[config.mk]
export PLATFORM = sky130hd
export DESIGN_NAME = fpa_operand_unpack
export DESIGN_NICKNAME = d
export VERILOG_FILES = /design/src/rtl/fpa_pkg.sv /design/src/rtl/fpa_classify.sv /design/src/rtl/fpa_operand_unpack.sv
export SDC_FILE = /design/constraint.sdc
export NUM_CORES = 1
export LEC_CHECK = 0
export CORE_ASPECT_RATIO = 0.5
export CORE_MARGIN = 1
export CORE_UTILIZATION = 37
export CTS_BUF_LIST = sky130_fd_sc_hd__clkbuf_4 sky130_fd_sc_hd__clkbuf_8 sky130_fd_sc_hd__clkbuf_16
export CTS_CLUSTER_DIAMETER = 200
export DETAILED_ROUTE_END_ITERATION = 7
export HOLD_SLACK_MARGIN = 0.05
export PLACE_DENSITY = 0.7
export SLEW_MARGIN = 20
export SYNTH_ARGS = -nofsm -noshare
export SYNTH_HDL_FRONTEND = slang
export SYNTH_SLANG_ARGS = --single-unit
[constraint.sdc]
create_clock -name clk -period 2.3 [get_ports clk]
set_input_delay 0.46 -clock clk [delete_from_list [all_inputs] [get_ports clk]]
set_output_delay 0.46 -clock clk [all_outputs]
set_load 0.05 [all_outputs]
[src/rtl/fpa_pkg.sv]
`default_nettype none
// ============================================================================
// Module  : fpa_pkg
// Brief   : Shared types and constants for the FP32 add operand stage.
//           Operand classes, unpacked operand record and ordered pair record.
// Revision: 1.0  initial release
// ============================================================================
package fpa_pkg;

   localparam logic [7:0] EXP_MAX = 8'hFF;
   localparam int         BIAS    = 127;

   typedef enum logic [2:0] {
      CLS_ZERO = 3'd0,
      CLS_SUB  = 3'd1,
      CLS_NORM = 3'd2,
      CLS_INF  = 3'd3,
      CLS_NAN  = 3'd4
   } fpa_cls_t;

   // One operand after unpacking: effective exponent and {hidden, fraction}
   typedef struct packed {
      logic        sign;
      logic [7:0]  exp;
      logic [23:0] mant;
      fpa_cls_t    cls;
   } fpa_unpacked_t;

   // Magnitude-ordered operand pair as handed to the add core
   typedef struct packed {
      fpa_unpacked_t big;
      fpa_unpacked_t sml;
      logic [7:0]    exp_diff;
      logic          swapped;
   } fpa_pair_t;

endpackage
`default_nettype wire

[src/rtl/fpa_classify.sv]
`default_nettype none
// ============================================================================
// Module  : fpa_classify
// Brief   : Combinational classifier/unpacker for one IEEE-754 binary32 value.
//           Subnormals get effective exponent 1 and hidden bit 0.
//           Define FPA_DAZ_EN to flush subnormal inputs to signed zero.
// Revision: 1.0  initial release
// ============================================================================
module fpa_classify
   import fpa_pkg::*;
(
   input  logic [31:0]   number_i,
   output fpa_unpacked_t unp_o
);

   logic [7:0]  w_exp;
   logic [22:0] w_frac;

   assign w_exp  = number_i[30:23];
   assign w_frac = number_i[22:0];

   // Decode exponent/fraction into class and effective exponent/mantissa
   always_comb begin
      unp_o.sign = number_i[31];
      unp_o.exp  = w_exp;
      unp_o.mant = {1'b1, w_frac};
      unp_o.cls  = CLS_NORM;
      if (w_exp == 8'd0) begin
         unp_o.exp  = 8'd0;
         unp_o.mant = 24'd0;
         unp_o.cls  = CLS_ZERO;
`ifdef FPA_DAZ_EN
         // Subnormals are treated exactly like zero; sign survives.
`else
         if (w_frac != 23'd0) begin
            unp_o.exp  = 8'd1;
            unp_o.mant = {1'b0, w_frac};
            unp_o.cls  = CLS_SUB;
         end
`endif
      end else if (w_exp == EXP_MAX) begin
         unp_o.cls = (w_frac == 23'd0) ? CLS_INF : CLS_NAN;
      end
   end

endmodule
`default_nettype wire

[src/rtl/fpa_operand_unpack.sv]
`default_nettype none
// ============================================================================
// Module  : fpa_operand_unpack
// Brief   : Operand stage for the FP32 add core. Classifies and unpacks both
//           operands, orders them by magnitude, precomputes the exponent
//           difference and counts NaN-carrying pairs. One output register
//           plus a one-entry skid buffer keep in_ready registered at full
//           throughput. Optional macro: FPA_DAZ_EN (flush subnormals).
// Revision: 1.0  initial release
// ============================================================================
module fpa_operand_unpack
   import fpa_pkg::*;
#(
   parameter int CNT_W = 16
) (
   input  logic             clk,
   input  logic             rst,
   input  logic             in_valid,
   output logic             in_ready,
   input  logic [31:0]      number_A,
   input  logic [31:0]      number_B,
   output logic             out_valid,
   input  logic             out_ready,
   output logic             big_sign,
   output logic [7:0]       big_exp,
   output logic [23:0]      big_mant,
   output logic [2:0]       big_cls,
   output logic             sml_sign,
   output logic [7:0]       sml_exp,
   output logic [23:0]      sml_mant,
   output logic [2:0]       sml_cls,
   output logic [7:0]       exp_diff,
   output logic             swapped,
   output logic [CNT_W-1:0] nan_cnt
);

   fpa_unpacked_t    unp_a, unp_b;
   logic [30:0]      mag_a, mag_b;
   logic             swap;
   fpa_pair_t        pair_new;
   logic             accept;
   logic             has_nan;

   fpa_pair_t        out_q, out_d;
   fpa_pair_t        skid_q, skid_d;
   logic             out_valid_q, out_valid_d;
   logic             skid_valid_q, skid_valid_d;
   logic             in_ready_q, in_ready_d;
   logic [CNT_W-1:0] nan_cnt_q, nan_cnt_d;

   fpa_classify u_cls_a (.number_i(number_A), .unp_o(unp_a));
   fpa_classify u_cls_b (.number_i(number_B), .unp_o(unp_b));

   // Order the pair by magnitude of the (possibly flushed) values; ties keep A big
   always_comb begin
      mag_a = (unp_a.cls == CLS_ZERO) ? 31'd0 : number_A[30:0];
      mag_b = (unp_b.cls == CLS_ZERO) ? 31'd0 : number_B[30:0];
      swap  = (mag_b > mag_a);
      pair_new.big      = swap ? unp_b : unp_a;
      pair_new.sml      = swap ? unp_a : unp_b;
      pair_new.exp_diff = pair_new.big.exp - pair_new.sml.exp;
      pair_new.swapped  = swap;
   end

   assign accept  = in_valid & in_ready_q;
   assign has_nan = (unp_a.cls == CLS_NAN) | (unp_b.cls == CLS_NAN);

   // Output register / skid buffer next state; skid only fills while output stalls
   always_comb begin
      out_d        = out_q;
      out_valid_d  = out_valid_q;
      skid_d       = skid_q;
      skid_valid_d = skid_valid_q;
      if (accept) begin
         if (!out_valid_q || out_ready) begin
            out_d       = pair_new;
            out_valid_d = 1'b1;
         end else begin
            skid_d       = pair_new;
            skid_valid_d = 1'b1;
         end
      end else if (skid_valid_q && out_ready) begin
         out_d        = skid_q;
         out_valid_d  = 1'b1;
         skid_valid_d = 1'b0;
      end else if (out_valid_q && out_ready) begin
         out_valid_d = 1'b0;
      end
      in_ready_d = ~skid_valid_d;
   end

   // Saturating count of accepted pairs carrying at least one NaN
   always_comb begin
      nan_cnt_d = nan_cnt_q;
      if (accept && has_nan && (nan_cnt_q != {CNT_W{1'b1}})) begin
         nan_cnt_d = nan_cnt_q + CNT_W'(1);
      end
   end

   // State registers; reset clears all contents and holds in_ready low
   always_ff @(posedge clk or negedge rst) begin
      if (!rst) begin
         out_q        <= '0;
         skid_q       <= '0;
         out_valid_q  <= 1'b0;
         skid_valid_q <= 1'b0;
         in_ready_q   <= 1'b0;
         nan_cnt_q    <= '0;
      end else begin
         out_q        <= out_d;
         skid_q       <= skid_d;
         out_valid_q  <= out_valid_d;
         skid_valid_q <= skid_valid_d;
         in_ready_q   <= in_ready_d;
         nan_cnt_q    <= nan_cnt_d;
      end
   end

   assign in_ready  = in_ready_q;
   assign out_valid = out_valid_q;
   assign big_sign  = out_q.big.sign;
   assign big_exp   = out_q.big.exp;
   assign big_mant  = out_q.big.mant;
   assign big_cls   = out_q.big.cls;
   assign sml_sign  = out_q.sml.sign;
   assign sml_exp   = out_q.sml.exp;
   assign sml_mant  = out_q.sml.mant;
   assign sml_cls   = out_q.sml.cls;
   assign exp_diff  = out_q.exp_diff;
   assign swapped   = out_q.swapped;
   assign nan_cnt   = nan_cnt_q;

endmodule
`default_nettype wire

==> flow_summary.yaml <==
status:
  outcome: "complete, but fails checks"
  violations: "negative setup slack"
placed_design:
  dpl.hpwl_um: 23480
  gp_congestion: 0.9520
  io_buffers: 166
  placed_area_um2: 13380
min_path:
  hold_class: "primary input to flip-flop"
  min_from: "number_B[1]"
power:
  seqPwrFrac_pct: 29.7
  p_leak_uw: 0.007445
  switchingPower_uw: 7885
  power_frac_comb_pct: 52.5
  p_clk_share_pct: 17.8
  ir_drop_v: 0.0006111
  power.internal_uw: 9917
  p_per_area_nw_per_um2: 1061
  switching_share_pct: 44.29
synth:
  synth_top_area_share_pct: 45.01
  synthCells: 1134
  synth_fp_nets: 1239
  synth_area_per_cell_um2: 8.873
  synth_flop_cell: "dfrtp_1"
  ys_seq_area_share_pct: 45.01
  async_reset_ff_share_pct: 100.0
  synth_area_leaders: "dfrtp_1, a21oi_1, a211oi_1"
  synth_edf_count: 0
  yosysTopAreaCell: "dfrtp_1"
  yosysWarnings: 0
  synth_area_um2: 10060
  ys_ff_latch: 181
  netlist-cell-type-count: 60
layout:
  stdcell_area_um2: 16770
  final_util_pct: 63.08
  final_common_cell: "buf_4"
  drive_gt1_share_pct: 45.05
  ff_latch_area_um2: 4529
  num-nets-final: 1568
  n_fill_cell: 2019
  area_growth_syn_to_layout_pct: 66.69
  mostFrequentLayoutCells: "buf_4, dfrtp_1, nand2_1"
  multi_input_area_um2: 6947
  diodes: 0
timing:
  hold_slack_ns: 0.3239
  hold_viol_final: 0
  setup_violations: 151
  timing.fmax_mhz: 275.5
  timing.final.crit_period_ns: 3.630
  setup_slack_ns: -1.330
  fin_skew_ns: 0.01603
  slew_headroom_pct: 63.21
  rsz0062_at_grt: "true"
  drv_slew: 0
  tightestPinTransition_ns: 0.5501
  period_share_pct: 157.8
drt:
  drc: 0
  wl_per_cell_um: 20.34
  drt-initial-drc-count: 863
  drtPass1Iterations: 5
  drt.antenna.violating_nets: 0
  via_per_inst: 5.597
  routed_wl_um: 37190
  num_vias: 10230
clock_tree:
  clock_latency_ns: 0.47
  cts_made_buffers: 17
  clock_path_buffers: 2
  clockRootBuffer: "clkbuf_16"
  cts.clk_slew.worst_paths_ns: 0.07
  htree_levels: 4
  cts_sinks: 181
  cts_tree: "yes"
floorplanning:
  core_area_um2: 26590
  die_area_um2: 27900
  fp.dieH_um: 118.6
  ioPinCount: 167
  die_x_um: 235.2
  rows: 42
  initial_utilization_pct: 37.84
global_route:
  grt_max_degree: 94
  grt_antenna_before_repair: 0
  grt_pass1_wl_um: 56240
  track_usage_pct: 25.81
  grt_pass1_vias: 10400
  grt.overflow.total: 0
worst_setup_path:
  path_class: "primary input to flip-flop"
  end_kind: "flip-flop"
  rr_startpoint: "nan_cnt[0]"
  cp_data_arrival_time_ns: 3.97
  worstSetupStartpoint: "number_A[11]"
  critPathMaxFanout: 3
  setup.worst_path.start_class: "primary input"
  crit_required_ns: 2.64
job:
  cap_viol_max_count: 0
final timing paths:
kind	cells after the start	slack, ns	endpoint
hold / removal	3	0.32	skid_q[49]
min in group asynchronous	2	0.48	skid_q[58]
max in group asynchronous	3	1.14	skid_q[41]
hold reg to reg	1	0.48	skid_q[6]
setup / recovery	22	-1.33	skid_q[8]
setup reg to reg	7	0.44	nan_cnt[13]
metrics by stage:
step / instances / setup slack, ns / power, uW / TNS (ns)
3_3_place_gp: 1722 / -2.334 / 12920 / -197.87
2_1_floorplan: 1134 / -1.686 / 10230 / -55.38
6_report: 1828 / -1.330 / 17800 / -59.41
4_1_cts: 1812 / -1.233 / 17230 / -23.61
3_5_place_dp: 1722 / -2.404 / 13110 / -208.87
5_1_grt: 1828 / -1.433 / 18650 / -65.53
cells by family (layout without fill, tap and decap cells):
logic type / Yosys count / after routing / share of synthesized area (%)
XOR/XNOR: 21 / 21 / 1.828
multiplexers: 26 / 26 / 2.798
buffers and inverters: 149 / 491 / 6.242
AO/OA/AOI/OAI: 383 / 383 / 23.75
flip-flops: 181 / 181 / 45.01
adder cells (fa/ha/maj): 39 / 39 / 4.874
AND/OR/NAND/NOR: 335 / 335 / 15.49
registers in the layout, summed over array words and instances, names as in the netlist:
register	cells
big_exp	8
sml_sign	1
skid_q	81
big_mant	24
skid_valid_q	1
big_cls	3
sml_exp	8
exp_diff	8
swapped	1
sml_mant	24
nan_cnt	16
sml_cls	3
in_ready	1
big_sign	1
out_valid	1
layer usage:
layer,track usage [%],share of wire (%),vias up
met2,43.58,50,288
met1,32.81,43,5182
li1,-,-,4666
met5,0,0,-
met4,9.559,3.3,0
met3,5.139,4.6,95
Yosys cell counts (2+ instances only):
cell type / count
xnor2_1: 10
buf_6: 2
buf_2: 10
and3_1: 8
o21ai_0: 98
mux2i_1: 9
a211o_1: 3
o211ai_1: 2
mux2_2: 17
clkbuf_8: 3
maj3_1: 2
ha_1: 36
nand3_1: 8
nor4_1: 14
xor2_1: 11
a21oi_2: 3
clkbuf_1: 91
o21ai_1: 4
a211oi_1: 71
a21o_1: 71
dfrtp_1: 181
nand3b_1: 2
nand4_2: 4
nor2b_1: 3
nand2_1: 129
nand4_1: 12
nor3_1: 43
a21oi_1: 116
nand2b_1: 4
inv_1: 41
nor2_1: 97
layout make-up:
class	instances	area share [%]
Clock buffer	18	2.581
Clock inverter	14	1.141
Multi-Input combinational cell	804	41.42
Inverter	41	1.082
Tap cell	352	2.626
Timing Repair Buffer	418	24.15
Sequential cell	181	27.00
critical path, stage by stage:
cell and delay, ns:
buf_8 0.08, inv_6 0.04, ha_4 0.25, nand4_1 0.14
buf_4 0.18, nor2_4 0.12, o21ai_4 0.07, o211ai_4 0.29
a21oi_4 0.11, buf_4 0.18, nor3_4 0.21, a21oi_4 0.07
ha_4 0.29, nand3b_1 0.15, a41o_1 0.23, nand2_1 0.08
a211oi_2 0.04, a221oi_2 0.19, nand2_2 0.11, or2_4 0.25
a311oi_4 0.32, o21ai_1 0.09
repair_timing:
item                                   4_1_cts  5_1_grt
hold buffers                                 1        0
pin swaps                                  140       79
setup buffers                               55       24
setup endpoints to repair                  177      163
endpoints found under the hold margin       33        0
gates resized for setup                    621      153
gates cloned                                 3        2
power groups by stage:
stage,sequential (uW),combinational [uW],clock [uW]
floorplan,7460,2780,0
global placement,5230,7690,0
detailed placement,5300,7800,0
CTS,5250,8750,3230
global route,5440,9860,3350
finish,5280,9350,3180
Note: power is estimated with default switching activity, not from simulation.
